File: src/rtl/tdm_demux4.sv
// Four-slot TDM demultiplexer: rebuilds out0..out3 from a framed serial word stream.
// Optional TDM_DEMUX_FRAME_CNT_EN adds an 8-bit wrapping count of completed frames.
module tdm_demux4 #(
    parameter int WIDTH = 1
) (
    input  logic             clk,
    input  logic             reset,
    input  logic [WIDTH-1:0] din,
    input  logic             din_valid,
    input  logic             frame_sync,
    output logic [WIDTH-1:0] out0,
    output logic [WIDTH-1:0] out1,
    output logic [WIDTH-1:0] out2,
    output logic [WIDTH-1:0] out3,
    output logic             frame_valid,
    output logic             sync_err,
    output logic [1:0]       slot
`ifdef TDM_DEMUX_FRAME_CNT_EN
    ,
    output logic [7:0]       frame_count
`endif
);

    typedef enum logic {HUNT, ACTIVE} state_t;

    state_t           state, state_d;
    logic [1:0]       slot_d;
    logic [WIDTH-1:0] shadow0, shadow1, shadow2;
    logic             load0, load_mid, complete, err;

    // NOTE: every comb output gets a default first so no path leaves it unassigned (no latches).
    always_comb begin
        state_d  = state;
        slot_d   = slot;
        load0    = 1'b0;
        load_mid = 1'b0;
        complete = 1'b0;
        err      = 1'b0;
        if (din_valid) begin
            case (state)
                HUNT: begin
                    if (frame_sync) begin
                        state_d = ACTIVE;
                        slot_d  = 2'd1;
                        load0   = 1'b1;
                    end
                end
                ACTIVE: begin
                    if (frame_sync) begin
                        // A sync anywhere but slot 0 aborts the partial frame and restarts it.
                        err    = (slot != 2'd0);
                        load0  = 1'b1;
                        slot_d = 2'd1;
                    end else begin
                        case (slot)
                            2'd0: begin
                                err     = 1'b1;
                                state_d = HUNT;
                                slot_d  = 2'd0;
                            end
                            2'd1, 2'd2: begin
                                load_mid = 1'b1;
                                slot_d   = slot + 2'd1;
                            end
                            2'd3: begin
                                complete = 1'b1;
                                slot_d   = 2'd0;
                            end
                        endcase
                    end
                end
                default: begin
                    state_d = HUNT;
                    slot_d  = 2'd0;
                end
            endcase
        end
    end

    // NOTE: sequential state uses non-blocking assignments so all registers update together.
    always_ff @(posedge clk) begin
        if (reset) begin
            state       <= HUNT;
            slot        <= 2'd0;
            shadow0     <= '0;
            shadow1     <= '0;
            shadow2     <= '0;
            out0        <= '0;
            out1        <= '0;
            out2        <= '0;
            out3        <= '0;
            frame_valid <= 1'b0;
            sync_err    <= 1'b0;
        end else begin
            state       <= state_d;
            slot        <= slot_d;
            frame_valid <= complete;
            sync_err    <= err;
            if (load0) shadow0 <= din;
            if (load_mid && slot == 2'd1) shadow1 <= din;
            if (load_mid && slot == 2'd2) shadow2 <= din;
            if (complete) begin
                out0 <= shadow0;
                out1 <= shadow1;
                out2 <= shadow2;
                out3 <= din;
            end
        end
    end

`ifdef TDM_DEMUX_FRAME_CNT_EN
    always_ff @(posedge clk) begin
        if (reset)         frame_count <= 8'd0;
        else if (complete) frame_count <= frame_count + 8'd1;
    end
`endif

endmodule

File: config.mk
export PLATFORM = sky130hd
export DESIGN_NAME = tdm_demux4
export DESIGN_NICKNAME = d
export VERILOG_FILES = /design/src/rtl/tdm_demux4.sv
export SDC_FILE = /design/constraint.sdc
export NUM_CORES = 1
export LEC_CHECK = 0
export ABC_CLOCK_PERIOD_IN_PS = 1550
export CELL_PAD_IN_SITES_DETAIL_PLACEMENT = 1
export CELL_PAD_IN_SITES_GLOBAL_PLACEMENT = 1
export CORE_MARGIN = 4
export CORE_UTILIZATION = 34
export CTS_BUF_LIST = sky130_fd_sc_hd__clkbuf_8 sky130_fd_sc_hd__clkbuf_16
export DETAILED_ROUTE_END_ITERATION = 7
export PLACE_DENSITY_LB_ADDON = 0.12
export SLEW_MARGIN = 10
export SYNTH_ARGS = -nofsm -noshare
export SYNTH_HDL_FRONTEND = slang
export SYNTH_SLANG_ARGS = --single-unit
File: constraint.sdc
create_clock -name clk -period 1.55 [get_ports clk]
set_clock_uncertainty 0.2 [all_clocks]
set_input_delay 0.31 -clock clk [delete_from_list [all_inputs] [get_ports clk]]
set_output_delay 0.31 -clock clk [all_outputs]
set_load 0.005 [all_outputs]
==> qor.yml, run 1 <==
sta:
  fin_crit_sh_pct: 96.6
  final_hold_viol_count: 0
  relSlewSlack_pct: 82.1
  drv_slew: 0
  tightest_slew_ns: 0.267
  fmax_mhz: 668
  finalCriticalPeriod_ns: 1.50
  setup_viol: 0
clocking:
  cts_buffers: 3
  ctsHtreeMaxLevel: 1
  clk_pin_slew_ns: 0.06
  cts_tree: "built"
  clockBufferDepth: 2
  clk_latency_ns: 0.24
  root_buffer: "clkbuf_8"
  cts.hold.buffers_added: 0
  clkSinkCount: 12
synth:
  yosysSeqAreaShare_pct: 45.7
  syn-num-nets: 64
  synth.cell_area_sq_um: 526
  syn_area_per_cell_sq_um: 9.73
  ys_seq_elements: 12
  postSynthCellCount: 54
  ys_warn_count: 0
  ys_types: 20
detailed_routing:
  drtPass1Iterations: 3
  wl_per_cell_microns: 12.9
  via_per_inst: 4.91
  wl_mm: 1.19
  vias: 452
  ant_nets: 0
  drt_iter0_drc: 3
  route.detailed.drc: 0
place:
  placed_cell_area_sq_um: 713
  place_inst: 87
  gp_congestion: 0.716
  io_buffers: 12
  dp_hpwl_microns: 869
final_layout:
  antennaDiodeCount: 0
  num-fill-cells: 171
  area_delta_synth_final_pct: 49.3
  final_nets: 88
  fin_cells: 92
  final_common_cell: "dfxtp_1"
  multi_input_area_sq_um: 273
  layout_common_cells: "10 x dfxtp_1, 9 x buf_4, 7 x dlygate4sd2_1"
  design_area_sq_um: 785
  seq_area_sq_um: 245
  drive_gt1_share_pct: 22.1
setup_path:
  startpoint_type: "input pin"
  r2r_slack_ns: 0.12
  reg2reg_from: "slot[1]"
  critPathKind: "input pin to register"
  arrival_ns: 1.42
  reg2reg_to: "sync_err"
  crit_required_ns: 1.47
  crit_fanout: 5
  critPathCaptureType: "register"
  cp-startpoint: "din_valid"
  reg2reg_depth: 5
  endpoint: "shadow2"
global_routing:
  grt_max_degree: 9
  grt_use_met1_pct: 18.2
  grt.met2_usage_pct: 20.1
  globalRouteTotalUtil_pct: 13.1
  grt-busiest-layer: "met2"
  grt_util_met3_pct: 2.30
  grt_pass1_wl_mm: 2.07
  gr-total-overflow: 0
  antenna_found_initial: 0
  grt_pass1_vias: 453
outcome:
  status: "complete, no violations"
floorplanning:
  rows: 13
  num_io_pins: 13
  die_area_sq_mm: 0.00224
  die_w_microns: 47.3
  fp.coreArea_sq_mm: 0.00138
  dieHeight_microns: 47.3
  start_util_pct: 38.0
pwr:
  power_density_mw_per_mm2: 937
  power_leakage_nw: 0.390
  irDropWorstVdd_v: 0.000569
min_path:
  min-delay-start: "shadow0"
  whs_path_depth: 2
  hold_class: "register to register"
run:
  maxCapViolations: 0
## flip-flops by register name, summed over array words and instances, names as in the netlist
register / flops
frame_valid: 1
out3: 1
shadow1: 1
shadow0: 1
sync_err: 1
out0: 1
out2: 1
slot: 2
out1: 1
state: 1
shadow2: 1
## routing by layer
layer  wire length, microns  vias up
li1                       -      235
met3                     60        2
met4                      7        0
met5                      0        -
met1                    566      208
met2                    554        7
## per-stage QoR
stage	hold slack (ns)	TNS, ns	total power [mW]	util, %	worst slack [ns]
detailed placement	0.256	-1.30	0.399	51.6	-0.182
global placement	0.250	-1.02	0.397	51.6	-0.164
CTS	0.267	0	0.746	55.8	0.000484
global route	0.309	-0.0134	0.775	56.7	-0.0128
floorplan	0.237	0	0.359	-	0.219
finish	0.263	0	0.735	56.7	0.0526
## power breakdown
group	switching [mW]	internal, mW	total [mW]
registers	0.00756	0.315	0.322
logic	0.0299	0.0403	0.0701
clock network	0.119	0.224	0.343
total	0.156	0.579	0.735
## cells in the mapped netlist, drive strengths merged
cell     number  area share [%]
buf           1             1.4
clkbuf        1            0.71
ha            5              12
o21ai         3             2.9
nor3          1            0.95
o21a          1             1.4
a2bb2oi       1             1.7
inv           3             2.1
nand4b        1             2.9
dfxtp        12              46
nor2          3             2.1
mux2i         2             3.8
o32ai         1             1.7
nand3         4             3.8
a21oi         3             2.9
nand3b        3             4.3
and3b         1             1.7
nand2         4             2.9
a311oi        1             1.7
nand2b        3             3.6
## worst min path at each step
stage / to / slack (ns)
2_1_floorplan: shadow0 / 0.24
3_3_place_gp: shadow0 / 0.25
3_5_place_dp: shadow0 / 0.26
4_1_cts: out0 / 0.27
5_1_grt: out0 / 0.31
6_report: shadow0 / 0.26
## critical path: stages
cell and delay [ns]:
clkdlybuf4s50_1 0.60, and3b_2 0.28, nand3_1 0.11, mux2i_1 0.13
## what timing repair did
| action | 4_1_cts | 5_1_grt |
|---|---|---|
| setup endpoints to repair | 7 | 4 |
| pin swaps | 0 | 0 |
| buffers inserted | 1 | 0 |
| gates resized for setup | 10 | 3 |
| endpoints found under the hold margin | 0 | 0 |
## kinds of logic after synthesis
| kind of cell | synth area share, % |
|---|---|
| fa+ha+maj | 11.9 |
| flops | 45.7 |
| mux | 3.81 |
| compound gates | 12.1 |
| buf+inv | 4.29 |
| simple gates | 22.1 |
## area by class of cell
type                    count  share of cell area [%]
multi-input cells          37                    34.8
flip-flops and latches     12                    31.3
clock buffers               4                    7.02
well taps                  15                    2.39
inverters                   3                    1.44
repair buffers             21                    23.1
Power figures use the tool's default switching activity.
==> inputs of run 2 (changes only) <==
- MAX_ROUTING_LAYER: not set -> met4
==> qor.yml, run 2 (synthesis gave the netlist of run 1 again) <==
outcome:
  status: "complete, no violations"
final_layout:
  area_delta_synth_final_pct: 49.3  # unchanged
  drive_gt1_share_pct: 22.1  # unchanged
  antennaDiodeCount: 0  # unchanged
  largest_reg_flops: 2  # unchanged
  design_area_sq_um: 785  # unchanged
  final_common_cell: "dfxtp_1"
  layout_common_cells: "10 x dfxtp_1, 9 x buf_4, 7 x dlygate4sd2_1"
  final_nets: 88  # unchanged
  fin_cells: 92  # unchanged
  post-route-util_pct: 56.7  # unchanged
  largest_register: "slot"
setup_path:
  crit_fanout: 5  # unchanged
  critPathKind: "input pin to register"
  critPathCaptureType: "register"
  reg2reg_depth: 5  # unchanged
  crit_required_ns: 1.47  # about the same
  startpoint_type: "input pin"
  arrival_ns: 1.42  # about the same
  reg2reg_to: "sync_err"
  reg2reg_from: "slot[1]"
  r2r_slack_ns: 0.12  # about the same
detailed_routing:
  via_per_inst: 4.91  # unchanged
  wl_mm: 1.19  # unchanged
  vias: 452  # unchanged
  drt_iter0_drc: 3  # unchanged
  wl_per_cell_microns: 12.9  # unchanged
  ant_nets: 0  # unchanged
  drtPass1Iterations: 3  # unchanged
  route.detailed.drc: 0  # unchanged
floorplanning:
  fp.coreArea_sq_mm: 0.00138  # unchanged
  dieHeight_microns: 47.3  # unchanged
  start_util_pct: 38.0  # unchanged
  num_io_pins: 13  # unchanged
  rows: 13  # unchanged
  die_area_sq_mm: 0.00224  # unchanged
  die_w_microns: 47.3  # unchanged
pwr:
  power_leakage_nw: 0.390  # unchanged
  finalPower_mw: 0.735  # about the same
  irDropWorstVdd_v: 0.000569  # about the same
  power_density_mw_per_mm2: 937  # about the same
sta:
  drv_slew: 0  # unchanged
  fmax_mhz: 668  # about the same
  setup_viol: 0  # unchanged
  tightest_slew_ns: 0.267  # unchanged
  final_hold_viol_count: 0  # unchanged
  finalCriticalPeriod_ns: 1.50  # -0.000134 ns
  hold_ws_ns: 0.263  # unchanged
  setup_ws_ns: 0.0528  # +0.000134 ns
  fin_crit_sh_pct: 96.6  # about the same
  relSlewSlack_pct: 82.1  # unchanged
  setup-tns-final_ns: 0  # unchanged
global_routing:
  grt_pass1_vias: 452  # -0.22%
  globalRouteTotalUtil_pct: 13.5  # +0.42 points
  grt_pass1_wl_mm: 2.07  # unchanged
  grt_use_met1_pct: 18.2  # unchanged
  grt-busiest-layer: "met2"
  grt_util_met3_pct: 2.30  # unchanged
  grt_max_degree: 9  # unchanged
  antenna_found_initial: 0  # unchanged
  gr-total-overflow: 0  # unchanged
  grt.met2_usage_pct: 20.1  # unchanged
min_path:
  min-delay-start: "shadow0"
  whs_path_depth: 2  # unchanged
  holdPathEnd: "shadow0"
  hold_class: "register to register"
run:
  maxCapViolations: 0  # unchanged
place:
  place_ws_ns: -0.182  # unchanged
  placed_cell_area_sq_um: 713  # unchanged
  io_buffers: 12  # unchanged
  place_inst: 87  # unchanged
  gp_congestion: 0.724  # +1.2%
  dp_hpwl_microns: 869  # unchanged
clocking:
  ctsHtreeMaxLevel: 1  # unchanged
  clkSinkCount: 12  # unchanged
  clockBufferDepth: 2  # unchanged
  clk_latency_ns: 0.24  # about the same
  cts_tree: "built"
  clk_pin_slew_ns: 0.06  # about the same
  cts_buffers: 3  # unchanged
  root_buffer: "clkbuf_8"
-- run 2: worst max-delay path, cell delays in order --
cell and delay (ns):
clkdlybuf4s50_1 0.60, and3b_2 0.28, nand3_1 0.11, mux2i_1 0.13
-- run 2: final cells by class --
type / instances / area [sq um]
multi-input combinational: 37 / 273
tap: 15 / 18.8
clock buffer: 4 / 55.1
fill: 171 / 598
timing repair buffer: 21 / 181
sequential: 12 / 245
inverter: 3 / 11.3
-- run 2: metal layers --
layer,wire [microns],up-vias
met5,0,-
met4,7,0
met3,60,2
met2,554,7
met1,566,208
li1,-,235
-- run 2: where the power goes --
group | leakage (nW) | internal [mW] | switching (mW)
Sequential | 0.0984 | 0.315 | 0.00757
Combinational | 0.263 | 0.0403 | 0.0299
Clock | 0.0288 | 0.224 | 0.119
Total | 0.390 | 0.579 | 0.156
-- run 2: how the worst max path moves through the flow --
stage	start	end	depth (start not counted)
6_report	din_valid	shadow2	4
5_1_grt	din_valid	shadow1	4
4_1_cts	frame_valid	frame_valid	1
3_5_place_dp	din_valid	shadow2	4
3_3_place_gp	din_valid	shadow2	4
2_1_floorplan	slot[0]	sync_err	4
-- run 2: repair_timing --
action | 4_1_cts | 5_1_grt
setup endpoints to repair | 7 | 4
endpoints found under the hold margin | 0 | 0
buffers inserted | 1 | 0
hold buffers | 0 | 0
resized for setup | 10 | 3
==> inputs of run 3 (changes only) <==
- CAP_MARGIN: not set -> 40
==> results of run 3 <==
No change in the layout: final DEF, timing and power equal those of run 2.
